## src/rtl/gray_counter_pkg.sv

```systemverilog
// Shared definitions for the binary/Gray up-down counter and its downstream users.
// Conversion helpers work on a max-width vector; callers cast to their own width.
package gray_counter_pkg;

    localparam int unsigned MAX_WIDTH = 32;

    localparam logic DIR_DOWN = 1'b0;
    localparam logic DIR_UP   = 1'b1;

    function automatic logic [MAX_WIDTH-1:0] bin2gray(input logic [MAX_WIDTH-1:0] b);
        return b ^ (b >> 1);
    endfunction

    // Each binary bit is the XOR of all Gray bits at or above it.
    function automatic logic [MAX_WIDTH-1:0] gray2bin(input logic [MAX_WIDTH-1:0] g);
        logic [MAX_WIDTH-1:0] b;
        b = g;
        for (int i = 1; i < int'(MAX_WIDTH); i++) begin
            b = b ^ (g >> i);
        end
        return b;
    endfunction

endpackage

```

## src/rtl/gray_step_next.sv

```systemverilog
// Next-state logic for the counter: priority clr > load > en > hold,
// plus the terminal-count flag and the wrap indication for the next cycle.
module gray_step_next
    import gray_counter_pkg::*;
#(
    parameter int unsigned WIDTH    = 8,
    parameter bit          SATURATE = 1'b0
) (
    input  logic [WIDTH-1:0] bin,
    input  logic             en,
    input  logic             up,
    input  logic             clr,
    input  logic             load,
    input  logic [WIDTH-1:0] load_val,
    output logic [WIDTH-1:0] next_bin,
    output logic             tc,
    output logic             wrap_next
);

    localparam logic [WIDTH-1:0] ONE = WIDTH'(1);

    assign tc = (up == DIR_UP) ? (bin == {WIDTH{1'b1}}) : (bin == '0);

    always_comb begin
        next_bin  = bin;
        wrap_next = 1'b0;
        if (clr) begin
            next_bin = '0;
        end else if (load) begin
            next_bin = load_val;
        end else if (en) begin
            if (tc && SATURATE) begin
                next_bin = bin;
            end else begin
                next_bin  = (up == DIR_UP) ? (bin + ONE) : (bin - ONE);
                wrap_next = tc;
            end
        end
    end

endmodule

```

## src/rtl/gray_counter_param.sv

```systemverilog
// Up/down counter presenting the same count as registered binary and Gray outputs.
// Gray is registered from next_bin so both outputs always describe one value.
module gray_counter_param
    import gray_counter_pkg::*;
#(
    parameter int unsigned WIDTH           = 8,
    parameter bit          SATURATE        = 1'b0,
    parameter bit          STEP_GRAY_CHECK = 1'b1
) (
    input  logic             clk,
    input  logic             reset,
    input  logic             en,
    input  logic             up,
    input  logic             clr,
    input  logic             load,
    input  logic [WIDTH-1:0] load_val,
    output logic [WIDTH-1:0] value,
    output logic [WIDTH-1:0] valuegray,
    output logic             tc,
    output logic             wrap
);

    logic [WIDTH-1:0] bin_q;
    logic [WIDTH-1:0] gray_q;
    logic             wrap_q;
    logic [WIDTH-1:0] next_bin;
    logic [WIDTH-1:0] gray_next;
    logic             wrap_next;

    gray_step_next #(
        .WIDTH    (WIDTH),
        .SATURATE (SATURATE)
    ) u_step (
        .bin       (bin_q),
        .en        (en),
        .up        (up),
        .clr       (clr),
        .load      (load),
        .load_val  (load_val),
        .next_bin  (next_bin),
        .tc        (tc),
        .wrap_next (wrap_next)
    );

    assign gray_next = WIDTH'(bin2gray(MAX_WIDTH'(next_bin)));

    always_ff @(posedge clk or negedge reset) begin
        if (!reset) begin
            bin_q  <= '0;
            gray_q <= '0;
            wrap_q <= 1'b0;
        end else begin
            bin_q  <= next_bin;
            gray_q <= gray_next;
            wrap_q <= wrap_next;
        end
    end

    assign value     = bin_q;
    assign valuegray = gray_q;
    assign wrap      = wrap_q;

    // Load and clr may jump arbitrarily; only genuine count steps must be single-bit.
    if (STEP_GRAY_CHECK) begin : g_gray_check
        logic counted;
        assign counted = en && !clr && !load && (next_bin != bin_q);

        a_gray_one_bit: assert property (@(posedge clk) disable iff (!reset)
            counted |-> $onehot(gray_next ^ gray_q));
    end

endmodule

```

## config.mk

```make
export PLATFORM = sky130hd
export DESIGN_NAME = gray_counter_param
export DESIGN_NICKNAME = d
export VERILOG_FILES = /design/src/rtl/gray_counter_pkg.sv /design/src/rtl/gray_step_next.sv /design/src/rtl/gray_counter_param.sv
export SDC_FILE = /design/constraint.sdc
export NUM_CORES = 1
export LEC_CHECK = 0
export ABC_AREA = 1
export CAP_MARGIN = 20
export CORE_MARGIN = 2
export CORE_UTILIZATION = 25
export DETAILED_ROUTE_END_ITERATION = 6
export HOLD_SLACK_MARGIN = 0.06
export MAX_ROUTING_LAYER = met4
export SLEW_MARGIN = 5
export SYNTH_ARGS = -nofsm -noshare
export SYNTH_HDL_FRONTEND = slang
export SYNTH_SLANG_ARGS = --single-unit
export TNS_END_PERCENT = 30
```

## constraint.sdc

```tcl
create_clock -name clk -period 4.8 [get_ports clk]
set_input_delay 1.2 -clock clk [delete_from_list [all_inputs] [get_ports clk]]
set_output_delay 1.2 -clock clk [all_outputs]
set_load 0.005 [all_outputs]
```

==> results of run 1 <==
==> metrics by stage <==
stage,power [W],util
2_1_floorplan,0.000241,-
3_3_place_gp,0.000304,0.343
3_5_place_dp,0.000305,0.343
4_1_cts,0.000422,0.355
5_1_grt,0.000446,0.355
6_report,0.000417,0.355
==> power by group <==
part / internal [W] / switching (W) / total, W
sequential: 0.000150 / 0.0000125 / 0.000162
combinational: 0.0000693 / 0.0000699 / 0.000139
clock: 0.0000726 / 0.0000427 / 0.000115
==> state kept, by name, indices dropped and copies added, names as in the netlist <==
register	flops
value	8
valuegray	7
wrap	1
==> layout by cell type, fill, tap and decap left out, drive strengths merged <==
cell type      Yosys  layout
ha                 6       6
inv               28      28
nor2              16      16
nand2             46      46
o211ai             1       1
o221ai             1       1
nor4               1       1
xor2               3       3
dfrtp             16      16
clkbuf             0       4
clkdlybuf4s50      0      31
a21oi             11      11
nor3               1       1
or2                1       1
nand3             17      17
xnor2              2       2
a21o               1       1
o21ai              5       5
fa                 1       1
nand4              2       2
==> worst paths after layout <==
kind                                from  cells after the start           end  slack [ns]
worst max-delay path                  up                      6            tc        1.00
worst min-delay path            value[2]                      2          wrap        0.67
worst max register to register  value[0]                     12  valuegray[5]        2.85
worst min register to register  value[2]                      2          wrap        0.67
max in group asynchronous          reset                      1      value[2]        2.99
min in group asynchronous          reset                      1      value[7]        1.37
==> layout make-up <==
class,count,area [um2]
clock buffers,4,55.1
fillers,483,2830
multi-input cells,115,622
repair buffers,31,310
well taps,52,65.1
inverters,28,105
flip-flops and latches,16,400
==> Yosys cell counts, drive strengths merged <==
cell type,number,share of area
dfrtp,16,0.35
fa,1,0.017
ha,6,0.065
xor2,3,0.023
nand3,17,0.087
o21ai,5,0.022
nand4,2,0.011
buf,3,0.017
a21oi,11,0.058
a21o,1,0.0065
nor3,1,0.0044
nor2,16,0.052
nand2,46,0.15
o221ai,1,0.0076
inv,28,0.092
nor4,1,0.0055
o211ai,1,0.0065
or2,1,0.0076
xnor2,2,0.015
==> critical path, stage by stage <==
cell	delay [ns]
clkdlybuf4s50_1	0.54
nand2_1	0.09
nor2_1	0.10
nand4_1	0.10
nand2_1	0.09
clkdlybuf4s50_1	0.49
==> metal layers <==
metal	routed length, um	share of wire	global-route usage
met5	0	0	-
met4	0	0	0.0126
met3	148	0.053	0.0394
met2	1280	0.45	0.189
met1	1390	0.49	0.152
==> kinds of logic after synthesis <==
family	Yosys count	share of synthesized area
compound gates	19	0.100
xor+xnor	5	0.0382
fa+ha+maj	7	0.0829
buf+inv	31	0.109
flops	16	0.349
simple gates	84	0.321
==> run metrics, run 1 <==
Finished Layout Cells=246; Worst Setup End Kind=primary output; initial antenna violation count=0; total of max-cap violations=0; Fin Hold WS=0.667 ns; dpl cell area=between 1500 and 2000 um2; grt ovf=0; Die Y=about 72 um; Tightest Pin Transition=a little under 0.7 ns; FP Rows=24; Post-Syn Nets=183; antenna cells=0; RSZ-0062 raised after global routing=no; cts bufs inserted=3; Port Buf Inserts=31; Pwr Density=267 nW/um2; Worst Skew=~0.0045 ns; area growth from synthesis to layout=35.8%; Final min period=3.80 ns; pin count of the biggest net entering global routing=17; Syn Std Cell Area=approximately 1100 um2; vias per cell=about 4.4; HPWL Detailed=between 2 and 2.5 mm; Final setup violation count=0; min-delay worst type=flip-flop to flip-flop; YS warnings=0; Vias=around 1100; # clock sinks=16; RePlAce Congestion=roughly 0.82; CTS hold repair buffers=0; global-route wire length before repair=4.61 mm; # resized after CTS=0; placed cell count=about 240; Seq cells post-synth=16; clk_lat worst skew=0.25 ns; post-route design area=around 1600 um2; Max Clock Freq=between 200 and 300 MHz; Worst Path Arrival=around 2.6 ns; DIE AREA=~5000 um2; post-route setup slack=around 1 ns; CP Launch Type=primary input; Core ar.=roughly 4400 um2; Die Wd=a little over 70 um; htree depth=1; post-synth cell types=25; CP Max Fanout=4; vias in the first global route=999; Final Cycle Share=0.791; top-level I/O count=32; CTS max path bufs=2; DR pass1 iterations=4; status=complete, no violations; Final ANT Viol Nets=0; fin. max-slew vios=0; peak supply drop=0.0000898 V; Layout Nets=around 220; Avg WL per Cell=about 11 um; Clock Tree Root=clkbuf_8; crit path kind=primary input to primary output; DP Worst Slack=just under 1 ns; initial DRC count=38; ratio of cells with drive above 1 in the final layout=0.0670; Clk pin slew, worst setup/hold paths=approximately 0.060 ns; TritonCTS clock tree=yes; # DRC=0; static leakage=~0.80 nW; Worst EP required=3.60 ns; average size of a mapped cell=roughly 7.1 um2; number of setup buffers added after CTS=0; initial core utilization=0.262; Final TNS setup=0 ns; post-synthesis cell count=~160; final hold violations=0; GR Util All Layers=0.119; Total Wirelength=around 2.8 mm; slew margin rel.=0.538; sequential share of the synthesized area=0.349
Power figures use the tool's default switching activity.
==> run 2: changes to the inputs <==
==> constraint.sdc (replaced) <==
create_clock -name clk -period 3.75 [get_ports clk]
set_input_delay 0.9375 -clock clk [delete_from_list [all_inputs] [get_ports clk]]
set_output_delay 0.9375 -clock clk [all_outputs]
set_load 0.005 [all_outputs]
==> run metrics, run 2 (synthesis results as in run 1) <==
global-route wire length before repair=4.61 mm; status=complete, no violations; pin count of the biggest net entering global routing=17; CTS max path bufs=2; Avg WL per Cell=11.4 um; Final setup violation count=0; final hold violations=0; Clock Tree Root=clkbuf_8; vias in the first global route=978; CP top delay family=buffers and inverters; DR pass1 iterations=4; Fin Hold WS=between 0.6 and 0.7 ns; Total Wirelength=about 2.8 mm; critical path depth=6; GR Util All Layers=0.120; crit path kind=primary input to primary output; critical path, cell by cell=clkdlybuf4s50_1 -> nand2_1 -> nor2_1 -> nand4_1 -> nand2_1 -> clkdlybuf4s50_1; Slowest Stage Delay on Critical Path=roughly 0.54 ns; vias per cell=4.38; Die Y=71.7 um; Layout Nets=around 220; Worst Path Arrival=around 2.4 ns; Worst R2R Setup Slack=approximately 1.8 ns; RSZ-0062 raised after global routing=no; initial core utilization=0.262; Critical R2R Launch=value[0]; htree depth=1; peak supply drop=about 0.00012 V; Final TNS setup=0 ns; Worst Skew=0.000669 ns; min-delay worst type=flip-flop to flip-flop; RePlAce Congestion=0.843; HPWL Detailed=approximately 2.3 mm; initial DRC count=50; clk_lat worst skew=~0.24 ns; Core ar.=approximately 4400 um2; buffers and inverters on the worst path=2; number of fill cells in the layout=481; CTS hold repair buffers=0; Vias=between 1000 and 1500; most frequent cells in the layout=nand2_1, clkdlybuf4s50_1, inv_1; commonest non-fill, non-tap cell in the layout=nand2_1; static leakage=0.804 nW; Die Wd=just over 70 um; post-route setup slack=about 0.46 ns; area growth from synthesis to layout=35.8%; Final ANT Viol Nets=0; initial antenna violation count=0; max reg flops=8; ratio of cells with drive above 1 in the final layout=0.0670; Max Clock Freq=a little over 300 MHz; # resized after CTS=0; DIE AREA=~5000 um2; worst hold start=value[2]; cts bufs inserted=3; Final Cycle Share=0.877; Worst R2R End=valuegray[5]; TritonCTS clock tree=yes; Pwr Density=about 340 nW/um2; Critical Path End=tc; Clk pin slew, worst setup/hold paths=0.06 ns; CP Max Fanout=4; number of setup buffers added after CTS=0; FP Rows=24; fin. max-slew vios=0; top-level I/O count=32; Worst Setup End Kind=primary output; antenna cells=0; Tightest Pin Transition=0.689 ns; placed cell count=242; # clock sinks=16; CP max-delay cell=clkdlybuf4s50_1; # DRC=0; total of max-cap violations=0; Worst R2R Path Depth=11; slew margin rel.=0.539; Worst EP required=2.81 ns; DP Worst Slack=around 0.46 ns; Finished Layout Cells=around 250; Port Buf Inserts=31; Final min period=roughly 3.3 ns; grt ovf=0; crit path launch=up; CP Launch Type=primary input
[run 2: cell counts in the layout (fill, tap and decap cells not counted)]
Identical to the previous run, type by type.
[run 2: report_power, final]
group / internal, W / switching [W]
sequential: 0.000191 / 0.0000159
clock: 0.0000930 / 0.0000554
combinational: 0.0000887 / 0.0000893
total: 0.000373 / 0.000161
[run 2: worst min-delay path by stage]
stage                 to  slack (ns)  depth (start not counted)
floorplan           wrap        0.62                          3
global placement    wrap        0.68                          2
detailed placement  wrap        0.67                          2
CTS                 wrap        0.68                          2
global route        wrap        0.73                          2
finish              wrap        0.68                          2
[run 2: metal layers]
layer,GRT usage,share of wire,wire (um),vias up
li1,-,-,-,575
met1,0.157,0.49,1360,474
met4,0.0126,0,0,0
met5,-,0,0,-
met2,0.187,0.45,1260,28
met3,0.0408,0.063,176,0
[run 2: final cells by class]
type | count | area (um2) | area share
Multi-Input combinational cell | 115 | 622 | 0.399
Inverter | 28 | 105 | 0.0675
Clock buffer | 4 | 55.1 | 0.0353
Tap cell | 52 | 65.1 | 0.0418
Sequential cell | 16 | 400 | 0.257
Timing Repair Buffer | 31 | 310 | 0.199
[run 2: through the flow]
stage | util | total power [W] | area, um2
6_report | 0.355 | 0.000534 | 1560
5_1_grt | 0.355 | 0.000574 | 1560
4_1_cts | 0.355 | 0.000542 | 1560
3_5_place_dp | 0.343 | 0.000391 | 1500
3_3_place_gp | 0.343 | 0.000389 | 1500
2_1_floorplan | - | 0.000309 | 1150
[run 2: worst min-delay path: stages (launching register included)]
cell and delay (ns):
dfrtp_1 0.44, nand4_1 0.14, a21oi_1 0.07
